<file path="config.mk">
export PLATFORM = sky130hd
export DESIGN_NAME = icache_fill_unit
export DESIGN_NICKNAME = d
export VERILOG_FILES = /design/src/rtl/icache_fill_unit_pkg.sv /design/src/rtl/icache_tag_data_array.sv /design/src/rtl/icache_fill_unit.sv
export SDC_FILE = /design/constraint.sdc
export NUM_CORES = 1
export LEC_CHECK = 0
export ABC_AREA = 0
export CAP_MARGIN = 10
export CORE_MARGIN = 2
export CORE_UTILIZATION = 49
export DETAILED_ROUTE_END_ITERATION = 8
export GPL_ROUTABILITY_DRIVEN = 0
export PLACE_DENSITY = 0.66
export SLEW_MARGIN = 20
export SYNTH_ARGS = -nofsm -noshare
export SYNTH_HDL_FRONTEND = slang
export SYNTH_SLANG_ARGS = --single-unit
</file>
<file path="constraint.sdc">
create_clock -name clk -period 3.64 [get_ports clk]
set_input_delay 0.546 -clock clk [delete_from_list [all_inputs] [get_ports clk]]
set_output_delay 0.546 -clock clk [all_outputs]
set_load 0.01 [all_outputs]
</file>
<file path="src/rtl/icache_fill_unit_pkg.sv">
// Shared constants, state encoding and helpers for the instruction cache fill unit.
// Address layout (word address): {tag, index, offset}.
package icache_fill_unit_pkg;

  localparam int unsigned WORD_SIZE  = 16;
  localparam int unsigned LINE_WORDS = 4;
  localparam int unsigned NUM_LINES  = 8;
  localparam int unsigned CNT_W      = 16;

  localparam int unsigned OFFSET_W = $clog2(LINE_WORDS);
  localparam int unsigned INDEX_W  = $clog2(NUM_LINES);
  localparam int unsigned TAG_W    = WORD_SIZE - INDEX_W - OFFSET_W;

  typedef enum logic {
    StIdle = 1'b0,
    StFill = 1'b1
  } state_e;

  // Saturating increment for the debug counters.
  function automatic logic [CNT_W-1:0] sat_inc(input logic [CNT_W-1:0] v);
    return (&v) ? v : v + 1'b1;
  endfunction

endpackage

</file>
<file path="src/rtl/icache_tag_data_array.sv">
// Tag, valid and data storage for the direct-mapped instruction cache.
// Ports:
//   clk_i, rst_i      clock and synchronous active-high reset (clears valid bits)
//   rd_index_i/rd_offset_i -> rd_word_o, rd_tag_o, rd_valid_o  combinational read port
//   wr_en_i, wr_index_i, wr_offset_i, wr_data_i  synchronous word write
//   commit_i, commit_tag_i  set tag and valid of line wr_index_i
//   clear_i           clear every valid bit (wins over commit)
module icache_tag_data_array
  import icache_fill_unit_pkg::*;
(
  input  logic                 clk_i,
  input  logic                 rst_i,
  input  logic [INDEX_W-1:0]   rd_index_i,
  input  logic [OFFSET_W-1:0]  rd_offset_i,
  output logic [WORD_SIZE-1:0] rd_word_o,
  output logic [TAG_W-1:0]     rd_tag_o,
  output logic                 rd_valid_o,
  input  logic                 wr_en_i,
  input  logic [INDEX_W-1:0]   wr_index_i,
  input  logic [OFFSET_W-1:0]  wr_offset_i,
  input  logic [WORD_SIZE-1:0] wr_data_i,
  input  logic                 commit_i,
  input  logic [TAG_W-1:0]     commit_tag_i,
  input  logic                 clear_i
);

  logic [WORD_SIZE-1:0] data_q [NUM_LINES][LINE_WORDS];
  logic [TAG_W-1:0]     tag_q  [NUM_LINES];
  logic [NUM_LINES-1:0] valid_q;

  // Data and tags need no reset: they are only observed through a set valid bit.
  always_ff @(posedge clk_i) begin
    if (wr_en_i) begin
      data_q[wr_index_i][wr_offset_i] <= wr_data_i;
    end
  end

  always_ff @(posedge clk_i) begin
    if (commit_i) begin
      tag_q[wr_index_i] <= commit_tag_i;
    end
  end

  always_ff @(posedge clk_i) begin
    if (rst_i || clear_i) begin
      valid_q <= '0;
    end else if (commit_i) begin
      valid_q[wr_index_i] <= 1'b1;
    end
  end

  assign rd_word_o  = data_q[rd_index_i][rd_offset_i];
  assign rd_tag_o   = tag_q[rd_index_i];
  assign rd_valid_o = valid_q[rd_index_i];

endmodule

</file>
<file path="src/rtl/icache_fill_unit.sv">
// Direct-mapped instruction cache with a word-serial line fill from instruction memory.
// Hits are served combinationally; a miss stalls the IF stage (cpu_ready=0) while the
// whole line is fetched, after which the same address hits.
// Ports:
//   clk, reset (sync, active-high)
//   cpu_read, cpu_address -> cpu_data, cpu_ready   IF-side lookup
//   invalidate                                     clear all lines, abort any fill
//   mem_read, mem_address <- mem_rdata, mem_valid  line-fill interface
//   hit_count, miss_count                          saturating debug counters
module icache_fill_unit
  import icache_fill_unit_pkg::*;
(
  input  logic                 clk,
  input  logic                 reset,
  input  logic                 cpu_read,
  input  logic [WORD_SIZE-1:0] cpu_address,
  output logic [WORD_SIZE-1:0] cpu_data,
  output logic                 cpu_ready,
  input  logic                 invalidate,
  output logic                 mem_read,
  output logic [WORD_SIZE-1:0] mem_address,
  input  logic [WORD_SIZE-1:0] mem_rdata,
  input  logic                 mem_valid,
  output logic [CNT_W-1:0]     hit_count,
  output logic [CNT_W-1:0]     miss_count
);

  state_e               state_q, state_d;
  logic [OFFSET_W-1:0]  cnt_q, cnt_d;
  logic [TAG_W-1:0]     miss_tag_q, miss_tag_d;
  logic [INDEX_W-1:0]   miss_index_q, miss_index_d;
  logic [CNT_W-1:0]     hit_count_q, hit_count_d;
  logic [CNT_W-1:0]     miss_count_q, miss_count_d;

  logic [TAG_W-1:0]     cpu_tag;
  logic [INDEX_W-1:0]   cpu_index;
  logic [OFFSET_W-1:0]  cpu_offset;
  logic [WORD_SIZE-1:0] rd_word;
  logic [TAG_W-1:0]     rd_tag;
  logic                 rd_valid;
  logic                 hit, miss, fill_wr, fill_last;

  assign {cpu_tag, cpu_index, cpu_offset} = cpu_address;

  icache_tag_data_array u_array (
    .clk_i        (clk),
    .rst_i        (reset),
    .rd_index_i   (cpu_index),
    .rd_offset_i  (cpu_offset),
    .rd_word_o    (rd_word),
    .rd_tag_o     (rd_tag),
    .rd_valid_o   (rd_valid),
    .wr_en_i      (fill_wr),
    .wr_index_i   (miss_index_q),
    .wr_offset_i  (cnt_q),
    .wr_data_i    (mem_rdata),
    .commit_i     (fill_last),
    .commit_tag_i (miss_tag_q),
    .clear_i      (invalidate)
  );

  always_comb begin
    state_d      = state_q;
    cnt_d        = cnt_q;
    miss_tag_d   = miss_tag_q;
    miss_index_d = miss_index_q;
    hit_count_d  = hit_count_q;
    miss_count_d = miss_count_q;
    hit          = 1'b0;
    miss         = 1'b0;
    fill_wr      = 1'b0;
    fill_last    = 1'b0;

    unique case (state_q)
      StIdle: begin
        hit = cpu_read && rd_valid && (rd_tag == cpu_tag) && !invalidate && !reset;
        if (cpu_read && !hit && !invalidate) begin
          miss         = 1'b1;
          state_d      = StFill;
          miss_tag_d   = cpu_tag;
          miss_index_d = cpu_index;
          cnt_d        = '0;
        end
      end
      StFill: begin
        // An invalidate in the same cycle aborts the fill; nothing may be committed.
        if (mem_valid && !invalidate) begin
          fill_wr = 1'b1;
          cnt_d   = cnt_q + 1'b1;
          if (&cnt_q) begin
            fill_last = 1'b1;
            state_d   = StIdle;
          end
        end
      end
    endcase

    if (invalidate) begin
      state_d = StIdle;
    end
    if (hit) begin
      hit_count_d = sat_inc(hit_count_q);
    end
    if (miss) begin
      miss_count_d = sat_inc(miss_count_q);
    end
  end

  always_ff @(posedge clk) begin
    if (reset) begin
      state_q      <= StIdle;
      cnt_q        <= '0;
      miss_tag_q   <= '0;
      miss_index_q <= '0;
      hit_count_q  <= '0;
      miss_count_q <= '0;
    end else begin
      state_q      <= state_d;
      cnt_q        <= cnt_d;
      miss_tag_q   <= miss_tag_d;
      miss_index_q <= miss_index_d;
      hit_count_q  <= hit_count_d;
      miss_count_q <= miss_count_d;
    end
  end

  assign cpu_ready   = hit;
  assign cpu_data    = hit ? rd_word : '0;
  assign mem_read    = (state_q == StFill) && !reset;
  assign mem_address = mem_read ? {miss_tag_q, miss_index_q, cnt_q} : '0;
  assign hit_count   = hit_count_q;
  assign miss_count  = miss_count_q;

endmodule

</file>
==> results of run 1 <==
routing by layer:
metal,vias up,GRT usage [%]
met5,-,0
met3,105,5.408
met1,6916,32.53
met2,515,36.00
met4,2,7.365
li1,5593,-
synthesized netlist by cell type (all sizes together), types with 8 or more instances:
cell	number	area share, %
a21oi	21	0.41
and2	18	0.44
and3	16	0.39
buf	31	0.58
clkbuf	31	0.45
dfxtp	57	4.4
edfxtp	600	70
mux2	9	0.39
mux2i	50	1.9
mux4	177	15
nand2	23	0.34
nand3	16	0.31
nand4	8	0.19
nor2	98	1.4
nor2b	13	0.32
o21a	8	0.23
o21ai	10	0.19
xor2	11	0.37
layout make-up:
cell class	count	area share [%]
Inverter	7	0.08601
Clock buffer	84	6.148
Tap cell	680	2.785
Clock inverter	39	1.282
Multi-Input combinational cell	538	20.84
Sequential cell	657	62.72
Antenna cell	1	0.008192
Timing Repair Buffer	199	6.131
state kept, by name, indices dropped and copies added (netlist names):
signal,cells
cnt_q,2
hit_count,16
miss_count,16
miss_index_q,3
miss_tag_q,11
state_q,1
u_array.data_q,512
u_array.tag_q,88
u_array.valid_q,8
cells by family (layout without fill, tap and decap cells):
family / count (synthesis) / in the layout / share of synthesized area [%]
DFF: 657 / 657 / 74.46
and+or+nand+nor: 220 / 220 / 4.221
adders and majority gates: 6 / 6 / 0.2918
AOI/OAI and AO/OA: 59 / 59 / 1.474
buffers and inverters: 69 / 329 / 1.138
muxes: 236 / 236 / 17.83
other: 0 / 1 / 0
xor gates and xnor gates: 17 / 17 / 0.5787
what timing repair did:
action / in CTS / in global routing
cloned: 0 / 0
pin swaps: 1 / 0
gates resized for setup: 19 / 35
buffers inserted: 1 / 0
endpoints found under the setup margin: 17 / 17
where the power goes:
part | switching, W | leakage (nW) | internal (W)
Combinational | 0.000370 | 3.01 | 0.000332
Clock | 0.00283 | 1.11 | 0.00418
Sequential | 0.0000215 | 5.86 | 0.00824
through the flow:
step	total power [W]	setup TNS, ps
2_1_floorplan	0.008803	0
3_3_place_gp	0.009117	-1588
3_5_place_dp	0.009130	-2087
4_1_cts	0.01612	0
5_1_grt	0.01646	0
6_report	0.01596	0
worst paths after layout:
| path | end | startpoint |
|---|---|---|
| worst max-delay path | cpu_data[9] | u_array.tag_q[7][0] |
| worst min-delay path | miss_index_q[2] | cpu_address[4] |
| worst max register to register | hit_count[3] | u_array.tag_q[7][0] |
| worst min register to register | u_array.valid_q[4] | u_array.valid_q[4] |
cell usage in the layout (no fill, tap or decap), drive strengths merged, types with 4 or more instances in the layout:
cell | netlist | layout
nand4 | 8 | 8
nand2 | 23 | 23
a22oi | 7 | 7
mux2i | 50 | 50
xnor2 | 6 | 6
buf | 31 | 109
clkdlybuf4s50 | 0 | 73
xor2 | 11 | 11
and3 | 16 | 16
nor3 | 6 | 6
nor2b | 13 | 13
inv | 7 | 8
bufinv | 0 | 7
o21ai | 10 | 10
mux4 | 177 | 177
nor2 | 98 | 98
and2 | 18 | 18
ha | 6 | 6
a21oi | 21 | 21
edfxtp | 600 | 600
nand3b | 4 | 4
mux2 | 9 | 9
dfxtp | 57 | 57
o21a | 8 | 8
or3 | 6 | 6
clkbuf | 31 | 101
nand3 | 16 | 16
clkinv | 0 | 28
worst max-delay path: stages (launching register included):
cell and delay, ps:
edfxtp_1 380, mux4_2 480, mux2i_2 190, xor2_1 190
o211ai_1 150, nor4_4 220, buf_4 170, nand2_2 80
buf_12 160, nor2_1 140, clkbuf_2 150
==> flow_metrics.env, run 1 <==
export IMPL_status="complete, no violations"
export IMPL_regToRegSetupSlack_ps=630
export IMPL_antenna_left=0
export IMPL_multiInputGateArea_um2=6367
export IMPL_cts_tree="yes"
export IMPL_fillers=3730
export IMPL_cts_root_buf="clkbuf_16"
export IMPL_drt_iter0_drc=1199
export IMPL_fin_area_um2=30550
export IMPL_fp_dieH_um=233.1
export IMPL_seq_area_um2=19160
export IMPL_cp_start_kind="flop"
export IMPL_hold_class="in2reg"
export IMPL_drc_errors=0
export IMPL_row_count=83
export IMPL_core_um2=51610
export IMPL_dp_cells=2080
export IMPL_dr_wl_met3_um=4342
export IMPL_wl_met1_um=25600
export IMPL_irDropWorstVdd_uv=328.2
export IMPL_cellPowerDensity_nw_per_um2=522.5
export IMPL_final_instance_count_excl_fill=2205
export IMPL_grt_pass1_vias=13510
export IMPL_synth_area_um2=25730
export IMPL_top_level_ports=103
export IMPL_io_buffers=102
export IMPL_finalClockSkew_ps=23.91
export IMPL_grt_antenna_before_repair=2
export IMPL_worstHoldPathCells=3
export IMPL_drive_gt1_share_pct=29.72
export IMPL_viasPerCell=5.955
export IMPL_cp_end_kind="output port"
export IMPL_critPathMaxFanout=16
export IMPL_hold_ws_ps=316.7
export IMPL_hold_viol_final=0
export IMPL_grt_max_degree=63
export IMPL_h_tree_depth=3
export IMPL_track_usage_pct=23.09
export IMPL_placed_cell_area_um2=28380
export IMPL_wire_per_inst_um=27.64
export IMPL_syn_area_per_cell_um2=20.35
export IMPL_numCtsBuffers=69
export IMPL_slew_violations=0
export IMPL_route_met2_wl_um=29440
export IMPL_max_freq_mhz=287.5
export IMPL_worst_slew_pin_slew_ps=1035
export IMPL_drtPass1Iterations=7
export IMPL_final_nets=1515
export IMPL_area_growth_synth_to_final_pct=18.73
export IMPL_cap_violations=0
export IMPL_cp_required_ps=3090
export IMPL_grt_pass1_wl_um=89070
export IMPL_fin_crit_sh_pct=95.57
export IMPL_die_w_um=233.1
export IMPL_initial_core_util_pct=49.85
export IMPL_async_flop_share_pct=0
export IMPL_critical_path_class="reg2out"
export IMPL_highest_layer="met5"
export IMPL_routed_wl_um=60940
export IMPL_rsz0062_at_grt="no"
export IMPL_r2r_cells=11
export IMPL_synth_seq_cells=657
export IMPL_clock_latency_ps=610
export IMPL_setup_viol=0
export IMPL_die_area_um2=54360
export IMPL_dp_hpwl_um=34800
export IMPL_ys_warn_count=0
export IMPL_cts_sinks=657
export IMPL_ys_types=43
export IMPL_clkTransAtPathRegs_ps=60
export IMPL_worst_slack_ps=161.2
export IMPL_ys_flop_type="edfxtp_1"
export IMPL_pre_cts_ws_ps=-234.1
export IMPL_period_minus_slack_ps=3479
export IMPL_critical_path_arrival_ps=2930
export IMPL_synth_nets=1307
export IMPL_synth_edf_count=600
export IMPL_leakage_nw=9.982
export IMPL_grt_ovfl_total=0
export IMPL_synth_seq_area_share_pct=74.46
export IMPL_max_slew_margin_rel_pct=30.76
export IMPL_cts_buffer_depth=3
export IMPL_utilization_pct=59.19
export IMPL_ctsHoldBuffers=0
export IMPL_synthCells=1264
export IMPL_vias=13130
Note: power is estimated with default switching activity, not from simulation.
==> run 2: changes to the inputs <==
Settings changed: CAP_MARGIN 10 to unset.
==> results of run 2 <==
Final layout, timing and power as in run 1 (identical DEF).
==> run 3: changes to the inputs <==
Settings changed: ABC_AREA 0 to 1, CORE_ASPECT_RATIO set to 2.
==> run 3 against run 2 <==
Non-clock buffer count increased by 36. Critical endpoint unchanged. Critical path type unchanged. Largest cell class unchanged. Via count grew 44%. Maximum frequency is 0.72% lower. Design area up 3.5%. Critical path depth is 4 higher.
==> flow_metrics.env, run 3 <==
export IMPL_status="complete, no violations"
export IMPL_cts_root_buf="clkbuf_16"
export IMPL_synthAdderAreaFrac_pct=0.2751
export IMPL_diodes=0
export IMPL_cp_required_ps=3090
export IMPL_wire_per_inst_um=22.30
export IMPL_synthCells=2327
export IMPL_critPathMaxFanout=17
export IMPL_cp_slowest_stage_delay_ps=570
export IMPL_total_power_w=0.01496
export IMPL_r2r_cells=10
export IMPL_h_tree_depth=2
export IMPL_final_common_cell="edfxtp_1"
export IMPL_grt_ovfl_total=0
export IMPL_dp_hpwl_um=45570
export IMPL_synth_seq_cells=657
export IMPL_path_cells="inv_1 > nand2_1 > nand3_1 > nand3_1 > nand2_1 > nand2_1 > nand2_1 > nor2_2 > nand2_2 > nor2_8 > nand3_4 > buf_12 > a211oi_2 > clkdlybuf4s50_1"
export IMPL_ys_flop_type="edfxtp_1"
export IMPL_track_usage_pct=25.28
export IMPL_drive_gt1_share_pct=10.94
export IMPL_die_w_um=170.9
export IMPL_fp_dieH_um=337.7
export IMPL_die_area_um2=57710
export IMPL_critPathBufInv=3
export IMPL_worst_slew_pin_slew_ps=1137
export IMPL_max_slew_margin_rel_pct=23.99
export IMPL_cp_startpoint="u_array.tag_q[0][2]"
export IMPL_netlist_area_leader_share_pct=66.03
export IMPL_regToRegSetupSlack_ps=1160
export IMPL_pwr_share_seq_pct=55.2
export IMPL_cap_violations=0
export IMPL_synth_top_family_by_area="simple AND/OR/NAND/NOR gates"
export IMPL_row_count=122
export IMPL_hold_class="in2reg"
export IMPL_vias=18950
export IMPL_synth_nets=2370
export IMPL_drtPass1Iterations=6
export IMPL_antenna_left=0
export IMPL_largest_reg_flops=512
export IMPL_synth_area_leader_cell="edfxtp_1"
export IMPL_clock_latency_ps=600
export IMPL_power_frac_comb_pct=6.4
export IMPL_synth_commonest_cells="edfxtp_1 (600), nand2_1 (587), a21oi_1 (284)"
export IMPL_slew_violations=0
export IMPL_intPower_w=0.01161
export IMPL_cp_end_kind="output port"
export IMPL_core_um2=55260
export IMPL_yosys_top_cells_area="edfxtp_1 (66%), nand2_1 (8.1%), a21oi_1 (5.2%)"
export IMPL_initial_core_util_pct=49.38
export IMPL_max_freq_mhz=285.4
export IMPL_worst_slack_ps=136.0
export IMPL_timing_rr_end="miss_count[7]"
export IMPL_leakage_nw=11.32
export IMPL_final_instance_count_excl_fill=3268
export IMPL_async_flop_share_pct=0
export IMPL_irDropWorstVdd_uv=478.5
export IMPL_endpoint="cpu_data[9]"
export IMPL_dp_cells=3167
export IMPL_fin_crit_sh_pct=96.26
export IMPL_clkTransAtPathRegs_ps=70
export IMPL_synthSimpleGateAreaFrac_pct=13.41
export IMPL_cp_start_kind="flop"
export IMPL_final_nets=2523
export IMPL_drc_errors=0
export IMPL_grt_pass1_wl_um=109300
export IMPL_syn_area_per_cell_um2=11.73
export IMPL_viasPerCell=5.799
export IMPL_routed_wl_um=72860
export IMPL_grt_antenna_before_repair=2
export IMPL_ys_warn_count=0
export IMPL_numCtsBuffers=54
export IMPL_reg2reg_from="miss_count[0]"
export IMPL_drt_iter0_drc=1565
export IMPL_pre_cts_ws_ps=-246.7
export IMPL_ctsHoldBuffers=0
export IMPL_switching_power_w=0.003352
export IMPL_period_minus_slack_ps=3504
export IMPL_cellPowerDensity_nw_per_um2=473.2
export IMPL_grt_pass1_vias=19040
export IMPL_hold_viol_final=0
export IMPL_cpMostUsedCell="nand2_1"
export IMPL_power_frac_clock_pct=38.4
export IMPL_largest_register="u_array.data_q"
export IMPL_finalClockSkew_ps=13.26
export IMPL_cts_buffer_depth=3
export IMPL_synth_area_um2=27290
export IMPL_ys_types=47
export IMPL_synth_edf_count=600
export IMPL_grt_max_degree=67
export IMPL_final_cell_mix="edfxtp_1 (600), nand2_1 (587), a21oi_1 (284), inv_1 (136), nor2_1 (122)"
export IMPL_crit_family="simple AND/OR/NAND/NOR gates"
export IMPL_io_buffers=102
export IMPL_reg_top3="u_array.data_q: 512 flops, u_array.tag_q: 88 flops"
export IMPL_synth_compound_area_share_pct=11.24
export IMPL_cts_sinks=657
export IMPL_path_depth=14
export IMPL_synth_mux_area_share_pct=0
export IMPL_critical_path_arrival_ps=2960
export IMPL_area_growth_synth_to_final_pct=15.87
export IMPL_yosysMostFrequentCell="edfxtp_1"
export IMPL_setup_viol=0
export IMPL_synth_seq_area_share_pct=70.21
export IMPL_cts_tree="yes"
export IMPL_top_level_ports=103
export IMPL_synth_xor_xnor_area_share_pct=0.4173
export IMPL_critical_path_class="reg2out"
export IMPL_slowest_stage="clkdlybuf4s50_1"
export IMPL_hold_ws_ps=459.4
export IMPL_netSwitchingFraction_pct=22.40
run 3: logic make-up (layout without fill, tap and decap cells):
group	after synthesis	after routing
AO/OA/AOI/OAI	484	484
XOR/XNOR	13	13
AND/OR/NAND/NOR	886	886
flip-flops	657	657
adder cells (fa/ha/maj)	6	6
buffers and inverters	281	478
run 3: how the worst min path moves through the flow:
stage	endpoint	cells after the start	slack [ps]	start
floorplan	u_array.valid_q[6]	2	430	u_array.valid_q[6]
global placement	u_array.valid_q[4]	2	450	u_array.valid_q[4]
detailed placement	u_array.valid_q[4]	2	460	u_array.valid_q[4]
CTS	u_array.valid_q[4]	2	480	u_array.valid_q[4]
global route	u_array.data_q[2][33]	1	490	mem_rdata[1]
finish	u_array.data_q[6][49]	1	460	mem_rdata[1]
run 3: cell type report:
class | count | area, um^2
Fill cell | 4575 | 23640
Sequential cell | 657 | 19160
Multi-Input combinational cell | 1389 | 6989
Timing Repair Buffer | 235 | 2260
Clock buffer | 69 | 1449
Tap cell | 744 | 930.9
Inverter | 143 | 555.5
Clock inverter | 31 | 276.5
run 3: timing repair:
action                                  in CTS  in global routing
endpoints found under the setup margin       4                 15
buffers inserted                             0                  1
pin swaps                                    0                  1
gates resized for setup                      7                 23
gates cloned                                 0                  0
run 3: metrics by stage:
stage | instance area, um^2 | util (%) | setup TNS (ps)
2_1_floorplan | 27290 | - | 0
3_3_place_gp | 29810 | 53.95 | -340.0
3_5_place_dp | 29810 | 53.95 | -482.3
4_1_cts | 31570 | 57.13 | 0
5_1_grt | 31620 | 57.22 | -9.625
6_report | 31620 | 57.22 | 0
run 3: metal layers:
layer  vias up  share of wire [%]  GRT usage [%]
met4         0                4.5          12.37
met2       789                 55          47.51
met5         -                  0              0
met3       194                6.0          3.243
li1       8619                  -              -
met1      9348                 35          27.73
run 3: power by group through the flow:
stage / Clock [W] / Combinational (W) / Sequential, W
finish: 0.00575 / 0.000952 / 0.00826
global route: 0.00606 / 0.00104 / 0.00826
CTS: 0.00583 / 0.000943 / 0.00827
detailed placement: 0 / 0.000935 / 0.00843
global placement: 0 / 0.000918 / 0.00843
floorplan: 0 / 0.000527 / 0.00842
run 3: worst register-to-register path, cell delays in order (launching register included):
cell and delay [ps]:
dfxtp_1 500, ha_1 270, nand2_1 70, nor3_1 170, buf_4 170, nand2_1 90, nor3_1 150, nand2_1 400
nand2_4 360, nand2_1 80, a21oi_1 140
